**src/rtl/mcbsp_frame_tx_pkg.sv**
```systemverilog
// Shared types and defaults for the downlink McBSP frame transmitter.
// The optional checksum byte is enabled with the MCBSP_TX_CHECKSUM_EN macro.
package mcbsp_frame_tx_pkg;

    localparam int BYTE_W      = 8;
    localparam int LEN_W       = 8;
    localparam int SYNC_W      = 16;
    localparam int CLK_DIV_DEF = 2;

    localparam logic [SYNC_W-1:0] SYNC_WORD_DEF = 16'hEB90;

    typedef enum logic [2:0] {
        IDLE,
        FILL,
        SYNC,
        LEN,
        PAYLOAD,
        CHK,
        GAP
    } state_t;

endpackage

```
**src/rtl/mcbsp_tx_fifo.sv**
```systemverilog
// Single-clock byte FIFO with first-word fall-through read data.
// Holds one frame of payload between the downlink data path and the serialiser.
module mcbsp_tx_fifo #(
    parameter int DEPTH = 64,
    parameter int WIDTH = 8,
    parameter int CNT_W = $clog2(DEPTH + 1)
) (
    input  logic             i_clk,
    input  logic             i_rst,
    input  logic             i_wr_en,
    input  logic [WIDTH-1:0] i_wr_data,
    input  logic             i_rd_en,
    output logic [WIDTH-1:0] o_rd_data,
    output logic [CNT_W-1:0] o_count,
    output logic             o_full,
    output logic             o_empty
);

    localparam int AW = (DEPTH > 1) ? $clog2(DEPTH) : 1;

    logic [WIDTH-1:0] r_mem [DEPTH];
    logic [AW-1:0]    r_wr_ptr;
    logic [AW-1:0]    r_rd_ptr;
    logic [CNT_W-1:0] r_count;
    logic             w_do_wr;
    logic             w_do_rd;

    assign w_do_wr = i_wr_en && !o_full;
    assign w_do_rd = i_rd_en && !o_empty;

    // NOTE: storage is deliberately not reset; the pointers alone define which entries are valid.
    always_ff @(posedge i_clk) begin
        if (w_do_wr) begin
            r_mem[r_wr_ptr] <= i_wr_data;
        end
    end

    always_ff @(posedge i_clk) begin
        if (i_rst) begin
            r_wr_ptr <= '0;
            r_rd_ptr <= '0;
            r_count  <= '0;
        end else begin
            if (w_do_wr) begin
                r_wr_ptr <= (r_wr_ptr == AW'(DEPTH - 1)) ? '0 : r_wr_ptr + 1'b1;
            end
            if (w_do_rd) begin
                r_rd_ptr <= (r_rd_ptr == AW'(DEPTH - 1)) ? '0 : r_rd_ptr + 1'b1;
            end
            case ({w_do_wr, w_do_rd})
                2'b10:   r_count <= r_count + 1'b1;
                2'b01:   r_count <= r_count - 1'b1;
                default: r_count <= r_count;
            endcase
        end
    end

    assign o_rd_data = r_mem[r_rd_ptr];
    assign o_count   = r_count;
    assign o_full    = (r_count == CNT_W'(DEPTH));
    assign o_empty   = (r_count == '0);

endmodule

```
**src/rtl/mcbsp_frame_tx.sv**
```systemverilog
// Buffers one downlink payload frame and shifts it to the DSP as FSX/ClkX/DX McBSP framing.
// Define MCBSP_TX_CHECKSUM_EN to append an 8-bit (LEN + payload) checksum byte after the payload.
module mcbsp_frame_tx
    import mcbsp_frame_tx_pkg::*;
#(
    parameter int                CLK_DIV   = CLK_DIV_DEF,
    parameter int                MAX_LEN   = 64,
    parameter logic [SYNC_W-1:0] SYNC_WORD = SYNC_WORD_DEF,
    parameter int                GAP_BITS  = 4
) (
    input  logic              Clk10MHz,
    input  logic              Rst,
    input  logic              LinkEnable,
    input  logic [BYTE_W-1:0] TxData,
    input  logic              TxValid,
    input  logic              TxLast,
    output logic              TxReady,
    output logic              McBSPClkX,
    output logic              McBSPFSX,
    output logic              McBSPDX,
    output logic              TxBusy,
    output logic              FrameDone,
    output logic              TruncErr
);

    localparam int DIV_W = $clog2(CLK_DIV);
    localparam int CNT_W = $clog2(MAX_LEN + 1);

    state_t            r_state;
    state_t            w_state_next;
    logic [DIV_W-1:0]  r_div;
    logic [SYNC_W-1:0] r_sh;
    logic [7:0]        r_bitcnt;
    logic              r_fsx;
    logic              r_dx;
    logic              r_done;
    logic              r_trunc;

    logic              w_ready;
    logic              w_hs;
    logic              w_serial;
    logic              w_tick;
    logic              w_field_end;
    logic              w_at_max;
    logic              w_wr;
    logic              w_rd;
    logic              w_close;
    logic              w_trunc;
    logic              w_done;
    logic              w_load_byte;
    logic [BYTE_W-1:0] w_load_val;

    logic [BYTE_W-1:0] w_rd_data;
    logic [CNT_W-1:0]  w_count;
    logic              w_full;
    logic              w_empty;

`ifdef MCBSP_TX_CHECKSUM_EN
    logic [BYTE_W-1:0] r_chk;
`endif

    mcbsp_tx_fifo #(
        .DEPTH (MAX_LEN),
        .WIDTH (BYTE_W),
        .CNT_W (CNT_W)
    ) u_fifo (
        .i_clk     (Clk10MHz),
        .i_rst     (Rst),
        .i_wr_en   (w_wr),
        .i_wr_data (TxData),
        .i_rd_en   (w_rd),
        .o_rd_data (w_rd_data),
        .o_count   (w_count),
        .o_full    (w_full),
        .o_empty   (w_empty)
    );

    assign w_serial    = r_state inside {SYNC, LEN, PAYLOAD, CHK, GAP};
    assign w_tick      = w_serial && (r_div == DIV_W'(CLK_DIV - 1));
    assign w_field_end = w_tick && (r_bitcnt == '0);
    assign w_ready     = ((r_state == IDLE) && LinkEnable) || ((r_state == FILL) && !w_full);
    assign w_hs        = TxValid && w_ready;
    assign w_at_max    = (w_count == CNT_W'(MAX_LEN - 1));

    always_ff @(posedge Clk10MHz) begin
        if (Rst) begin
            r_state <= IDLE;
        end else begin
            r_state <= w_state_next;
        end
    end

    // NOTE: every output of this block gets a default first so no path can infer a latch.
    always_comb begin
        w_state_next = r_state;
        w_wr         = 1'b0;
        w_rd         = 1'b0;
        w_close      = 1'b0;
        w_trunc      = 1'b0;
        w_done       = 1'b0;
        w_load_byte  = 1'b0;
        w_load_val   = '0;
        unique case (r_state)
            IDLE, FILL: begin
                if (w_hs) begin
                    w_wr = 1'b1;
                    if (TxLast || w_at_max) begin
                        w_close      = 1'b1;
                        w_trunc      = !TxLast;
                        w_state_next = SYNC;
                    end else begin
                        w_state_next = FILL;
                    end
                end
            end
            SYNC: begin
                if (w_field_end) begin
                    w_state_next = LEN;
                    w_load_byte  = 1'b1;
                    w_load_val   = LEN_W'(w_count);
                end
            end
            LEN: begin
                if (w_field_end) begin
                    w_state_next = PAYLOAD;
                    w_rd         = 1'b1;
                    w_load_byte  = 1'b1;
                    w_load_val   = w_rd_data;
                end
            end
            PAYLOAD: begin
                if (w_field_end) begin
                    if (!w_empty) begin
                        w_rd        = 1'b1;
                        w_load_byte = 1'b1;
                        w_load_val  = w_rd_data;
                    end else begin
`ifdef MCBSP_TX_CHECKSUM_EN
                        w_state_next = CHK;
                        w_load_byte  = 1'b1;
                        w_load_val   = r_chk;
`else
                        w_state_next = GAP;
`endif
                    end
                end
            end
            CHK: begin
                if (w_field_end) begin
                    w_state_next = GAP;
                end
            end
            GAP: begin
                if (w_field_end) begin
                    w_state_next = IDLE;
                    w_done       = 1'b1;
                end
            end
            default: w_state_next = IDLE;
        endcase
    end

    // r_bitcnt holds the bits still to follow the one currently driven on DX.
    always_ff @(posedge Clk10MHz) begin
        if (Rst) begin
            r_div    <= '0;
            r_sh     <= '0;
            r_bitcnt <= '0;
            r_fsx    <= 1'b0;
            r_dx     <= 1'b0;
            r_done   <= 1'b0;
            r_trunc  <= 1'b0;
        end else begin
            r_done  <= w_done;
            r_trunc <= w_trunc;
            r_div   <= (!w_serial || w_tick) ? '0 : r_div + 1'b1;
            if (w_close) begin
                r_fsx    <= 1'b1;
                r_dx     <= 1'b0;
                r_sh     <= SYNC_WORD;
                r_bitcnt <= 8'(SYNC_W);
            end else if (w_tick) begin
                r_fsx <= 1'b0;
                if (r_bitcnt != '0) begin
                    r_dx     <= r_sh[SYNC_W-1];
                    r_sh     <= {r_sh[SYNC_W-2:0], 1'b0};
                    r_bitcnt <= r_bitcnt - 1'b1;
                end else if (w_load_byte) begin
                    r_dx     <= w_load_val[BYTE_W-1];
                    r_sh     <= {w_load_val[BYTE_W-2:0], (SYNC_W - BYTE_W + 1)'(0)};
                    r_bitcnt <= 8'(BYTE_W - 1);
                end else begin
                    r_dx     <= 1'b0;
                    r_sh     <= '0;
                    r_bitcnt <= (w_state_next == GAP) ? 8'(GAP_BITS - 1) : '0;
                end
            end
        end
    end

`ifdef MCBSP_TX_CHECKSUM_EN
    always_ff @(posedge Clk10MHz) begin
        if (Rst || w_close) begin
            r_chk <= '0;
        end else if (w_field_end && (r_state == SYNC)) begin
            r_chk <= r_chk + LEN_W'(w_count);
        end else if (w_rd) begin
            r_chk <= r_chk + w_rd_data;
        end
    end
`endif

    assign TxReady   = w_ready;
    assign McBSPClkX = w_serial && (r_div >= DIV_W'(CLK_DIV / 2));
    assign McBSPFSX  = r_fsx;
    assign McBSPDX   = r_dx;
    assign TxBusy    = w_serial;
    assign FrameDone = r_done;
    assign TruncErr  = r_trunc;

endmodule

```
**config.mk**
```make
export PLATFORM = sky130hd
export DESIGN_NAME = mcbsp_frame_tx
export DESIGN_NICKNAME = d
export VERILOG_FILES = /design/src/rtl/mcbsp_frame_tx_pkg.sv /design/src/rtl/mcbsp_tx_fifo.sv /design/src/rtl/mcbsp_frame_tx.sv
export SDC_FILE = /design/constraint.sdc
export NUM_CORES = 1
export LEC_CHECK = 0
export ABC_CLOCK_PERIOD_IN_PS = 3700
export CORE_MARGIN = 5
export CORE_UTILIZATION = 57
export CTS_CLUSTER_DIAMETER = 80
export DETAILED_ROUTE_END_ITERATION = 16
export PLACE_DENSITY_LB_ADDON = 0.08
export SYNTH_ARGS = -nofsm -noshare
export SYNTH_HDL_FRONTEND = slang
export SYNTH_SLANG_ARGS = --single-unit
```
**constraint.sdc**
```tcl
create_clock -name Clk10MHz -period 3.7 [get_ports Clk10MHz]
set_clock_uncertainty 0.05 [all_clocks]
set_input_delay 0.37 -clock Clk10MHz [delete_from_list [all_inputs] [get_ports Clk10MHz]]
set_output_delay 0.37 -clock Clk10MHz [all_outputs]
set_load 0.05 [all_outputs]
```
==> impl_metrics.toml, run 1 <==
[synthesis]
ys_warn_count = 0
netlist_area_mm2 = 0.0228
synth-edff-count = 512
ys.flop_type = "edfxtp_1"
avgSynthCellArea_um2 = 18.4
synthDistinctLibCells = 74
synth-async-reset-ratio_pct = 0
seq_area_frac_synth_pct = 71.9
syn-num-nets = 1260
yosys_register_bits = 564
synth_cells = 1238

[timing]
rsz0062_at_grt = "false"
final-hold-violation-count = 0
post-route-period-util_pct = 92.5
worst_pin_slew_ns = 1.29
setup_tns_ns = 0
max_slew_margin_pct = 14.0
finalSetupViolations = 0
whs_ns = 0.323
max_freq_ghz = 0.292
maxSlewViolCount = 0
fin_crit_ns = 3.42

[global_routing]
grt_overflow_total = 0
antenna_found_initial = 0
first_global_vias = 12111
grt_usage_pct = 23.5
grt_pass1_wl_mm = 77.4
grt_max_degree = 65

[finish]
antenna_cells = 0
layout_commonest_cell = "edfxtp_1"
area_growth_pct = 12.7
drive_above_1_share_pct = 24.7
most-common-layout-cells = "edfxtp_1, mux4_2, nor2_1"
nets = 1370
stdcell_area_mm2 = 0.0257

[drt]
wl_per_cell_um = 26.8
vias = 12046
drc = 0
wirelength_mm = 51.3
drtAntennaViolNets = 0
drtPass1Iterations = 5
drt_iter0_drc = 1058
viasPerCell = 6.30

[cts]
htreeDepth = 2
clkTransAtPathRegs_ns = 0.06
ctsHoldBuffers = 0
cts-resized-gates = 0
cts-buffers-inserted = 56
clock_latency_ns = 0.60
cts_tree = "done"
clock_path_buffers = 3
root_buffer = "clkbuf_16"
postCtsSetupRepairBufs = 0
clock_sinks = 564

[place]
place.gp.congestion = 0.850
port_buffers = 19
placed_area_mm2 = 0.0241
place_hpwl_mm = 32.3

[flow_run]
max-cap-violations = 0

[floorplanning]
io_pins = 20
start_util_pct = 57.6
dieArea_mm2 = 0.0442
coreArea_mm2 = 0.0396
dieHeight_um = 210
rows = 73
die_x_um = 210

[critical_path]
startpoint_type = "register"
critPathKind = "register to register"
cp_data_required_time_ns = 4.13
worstPathArrival_ns = 3.86
crit_fanout = 7
setup.worst_path.end_class = "register"

[power_and_ir_drop]
power_w = 0.0129
p_leak_nw = 8.06
power_density_mw_per_mm2 = 502
ir_drop_uv = 449

[min_path]
hold_class = "primary input to register"

[status]
status = "finished clean"
==> registers in the layout (all words and copies together) (netlist names), named ones only <==
name,cells
r_div,1
FrameDone,1
r_bitcnt,8
r_state,3
u_fifo.o_count,7
u_fifo.r_rd_ptr,6
u_fifo.r_mem,512
TruncErr,1
r_sh,12
McBSPDX,1
u_fifo.r_wr_ptr,6
==> synth_stat cells (7+ instances only) <==
| library cell | n | area share, % |
|---|---|---|
| clkbuf_1 | 20 | 0.33 |
| ha_1 | 9 | 0.49 |
| inv_1 | 10 | 0.16 |
| nand3_1 | 10 | 0.22 |
| o21ai_0 | 14 | 0.31 |
| mux2i_1 | 23 | 1.0 |
| nor2_1 | 112 | 1.8 |
| nand3b_1 | 7 | 0.23 |
| buf_6 | 7 | 0.35 |
| a221oi_1 | 11 | 0.42 |
| xor2_1 | 15 | 0.58 |
| nor3_1 | 9 | 0.20 |
| mux4_1 | 8 | 0.92 |
| buf_4 | 9 | 0.30 |
| nor2b_1 | 12 | 0.33 |
| buf_2 | 21 | 0.46 |
| mux4_2 | 124 | 12 |
| a21oi_1 | 33 | 0.72 |
| nand2b_1 | 7 | 0.19 |
| a31oi_1 | 9 | 0.25 |
| nand2_1 | 44 | 0.72 |
| a22oi_1 | 26 | 0.85 |
| buf_1 | 10 | 0.16 |
| edfxtp_1 | 512 | 67 |
| dfxtp_1 | 52 | 4.6 |
==> cell type report <==
cell class                      count  area (µm²)
Sequential cell                   564       16400
Clock inverter                     26         170
Multi-Input combinational cell    594        5990
Clock buffer                       71        1480
Fill cell                        2753       13900
Timing Repair Buffer              122         971
Tap cell                          525         657
Inverter                           10        37.5
==> metrics by stage <==
stage	setup slack (ns)	cells	util (%)
floorplan	0.00229	1238	-
global placement	0.228	1815	60.7
detailed placement	0.129	1815	60.7
CTS	0.112	1912	64.9
global route	0.0560	1912	64.9
finish	0.278	1912	64.9
==> layer usage <==
metal	share of wire (%)	vias up	routed length [µm]	GRT usage, %
met1	42	6295	21300	33.5
met5	0	-	0	0
li1	-	5262	-	-
met4	2.4	0	1240	6.95
met2	49	407	25300	37.9
met3	6.7	82	3410	4.41
==> cells by family after synthesis <==
group,synth area share [%]
buf+inv,2.00
fa+ha+maj,0.493
simple gates,5.50
xor+xnor,0.805
compound gates,4.85
flops,71.9
mux,14.5
==> report_power, final <==
group          total (W)  internal [W]  leakage [nW]  switching [W]
clock network    0.00519       0.00294         0.814        0.00226
logic           0.000660      0.000215          2.22       0.000444
registers        0.00706       0.00701          5.02      0.0000577
total             0.0129        0.0102          8.06        0.00276
==> path summary, 6_finish.rpt <==
check	startpoint	end	slack, ns	cells after the start
max reg2reg	r_bitcnt[0]	u_fifo.o_count[6]	0.28	13
min	TxData[6]	u_fifo.r_mem[44][6]	0.32	1
max	r_bitcnt[0]	u_fifo.o_count[6]	0.28	13
min reg2reg	r_sh[4]	r_sh[4]	0.46	2
==> critical path, stage by stage, from the launching register on <==
cell and delay, ns:
dfxtp_1 0.32, inv_1 0.09, ha_1 0.15, nor3b_2 0.27
o2111ai_1 0.28, a311oi_4 0.35, buf_4 0.22, ha_1 0.34
a21oi_2 0.13, nor4b_2 0.27, a221oi_2 0.09, nand4bb_1 0.22
a31oi_1 0.21, mux2_2 0.35
Note: power is estimated with default switching activity, not from simulation.
==> run 2, diff against run 1 <==
- ABC_CLOCK_PERIOD_IN_PS: 3700 -> 4400
- CORE_UTILIZATION: 57 -> 60
- HOLD_SLACK_MARGIN: not set -> 0.1
- clock period: 3.7 -> 4.4 ns (I/O delays scaled with it)
==> run 2 against run 1 <==
Net effect:
- worst setup slack gained 0.15 ns
- die area decreased by 4.8%
- hold slack better by 0.12 ns
- sequential power fell by 16%
- register-to-register slack better by 0.15 ns
- critical path depth up 1
- final cell count down 3.8%
- combinational power is 20% lower
- count of clock-buffer cells in the layout down 3
- via count fell by 2.0%
- core utilization is 2.7 points higher
==> impl_metrics.toml, run 2 (synthesis results as in run 1) <==
[cts]
cts-buffers-inserted = 56
clock_path_buffers = 3
clkTransAtPathRegs_ns = 0.06
root_buffer = "clkbuf_16"
cts_tree = "done"
htreeDepth = 2
clock_latency_ns = 0.61
clock_sinks = 564

[place]
placed_area_mm2 = 0.0236
place_hpwl_mm = 30.9
pre_cts_ws_ns = 0.380
place.gp.congestion = 0.860
dpl.cell_count = 1737
port_buffers = 19

[timing]
fin_crit_ns = 3.97
final-hold-violation-count = 0
setup_slack_ns = 0.426
maxSlewViolCount = 0
rsz0062_at_grt = "false"
setup_tns_ns = 0
max_freq_ghz = 0.252
finalSetupViolations = 0
max_slew_margin_pct = 15.8
worst_pin_slew_ns = 1.26
post-route-period-util_pct = 90.3

[floorplanning]
dieHeight_um = 205
rows = 71
dieArea_mm2 = 0.0421
die_x_um = 205
coreArea_mm2 = 0.0376
io_pins = 20
start_util_pct = 60.8

[drt]
wl_per_cell_um = 27.3
vias = 11810
drt_iter0_drc = 1265
drc = 0
wirelength_mm = 50.1
viasPerCell = 6.42
drtPass1Iterations = 5
drtAntennaViolNets = 0

[global_routing]
grt_pass1_wl_mm = 75.5
grt_max_degree = 65
antenna_found_initial = 1
grt_overflow_total = 0
grt_usage_pct = 24.5
first_global_vias = 11699

[power_and_ir_drop]
power_w = 0.0112
ir_drop_uv = 349
p_leak_nw = 7.78
power_density_mw_per_mm2 = 441

[finish]
largest_register_ffs = 512
top_regs = "u_fifo.r_mem x512, r_sh x12, r_bitcnt x8"
stdcell_count = 1839
antenna_cells = 0
layout_commonest_cell = "edfxtp_1"
most-common-layout-cells = "edfxtp_1, mux4_2, nor2_1"
area_growth_pct = 11.2
nets = 1306
stdcell_area_mm2 = 0.0254
largest_register = "u_fifo.r_mem"
drive_above_1_share_pct = 21.5

[critical_path]
setup.worst_path.end_class = "register"
worstPathArrival_ns = 4.41
startpoint_type = "register"
crit_fanout = 8
critPathKind = "register to register"
cp_data_required_time_ns = 4.83

[min_path]
hold_class = "primary input to register"

[flow_run]
max-cap-violations = 0

[status]
status = "finished clean"
==> run 2: cell count changes in the layout (fill, tap and decap cells not counted), sizes merged <==
cell,delta
buf,-65
bufinv,+4
clkbuf,-3
clkdlybuf4s50,+1
clkinvlp,+4
==> run 2: metrics by stage <==
| stage | hold WS, ns | util [%] |
|---|---|---|
| after floorplan | 0.416 | - |
| after global placement | 0.446 | 62.7 |
| after detailed placement | 0.447 | 62.7 |
| after CTS | 0.406 | 67.6 |
| after global routing | 0.435 | 67.6 |
| final | 0.439 | 67.6 |
==> run 2: worst paths after layout <==
| path | startpoint | end | slack (ns) | cells past startpoint |
|---|---|---|---|---|
| hold reg to reg | r_sh[4] | r_sh[4] | 0.46 | 2 |
| hold / removal | TxLast | TruncErr | 0.44 | 2 |
| setup reg to reg | r_bitcnt[0] | u_fifo.o_count[6] | 0.43 | 14 |
| setup / recovery | r_bitcnt[0] | u_fifo.o_count[6] | 0.43 | 14 |
==> run 2: what timing repair did <==
action                                  in CTS  in global routing
hold buffers                                 0                  0
endpoints found under the hold margin        0                  0
endpoints found under the setup margin       0                  1
setup buffers                                0                  0
resized for setup                            0                  1
==> run 2: power breakdown <==
| group | total [W] | internal, W | switching, W |
|---|---|---|---|
| Clock | 0.00473 | 0.00276 | 0.00197 |
| Combinational | 0.000529 | 0.000171 | 0.000358 |
| Sequential | 0.00595 | 0.00589 | 0.0000612 |
| Total | 0.0112 | 0.00882 | 0.00239 |
==> run 2: cell type report <==
| type | instances | area, µm² |
|---|---|---|
| fill | 2501 | 12200 |
| tap | 511 | 639 |
| inverter | 10 | 37.5 |
| multi-input combinational | 594 | 5960 |
| sequential | 564 | 16400 |
| clock buffer | 68 | 1490 |
| clock inverter | 34 | 347 |
| timing repair buffer | 58 | 493 |
==> run 2: metal layers <==
layer | vias to the layer above | track usage [%] | wire [µm]
met5 | - | 0 | 13
met3 | 95 | 4.29 | 4050
li1 | 5146 | - | -
met1 | 6082 | 36.8 | 20900
met4 | 2 | 7.78 | 1390
met2 | 485 | 37.6 | 23700
==> run 2: critical path, stage by stage, from the launching register on <==
cell	delay (ns)
dfxtp_1	0.33
inv_1	0.11
ha_1	0.17
nor3b_1	0.40
o2111ai_1	0.28
a311oi_4	0.54
ha_1	0.28
xor2_1	0.08
ha_1	0.19
a21oi_1	0.25
o21ai_1	0.11
a221oi_1	0.46
nand2_1	0.10
a31oi_1	0.17
mux2_2	0.35
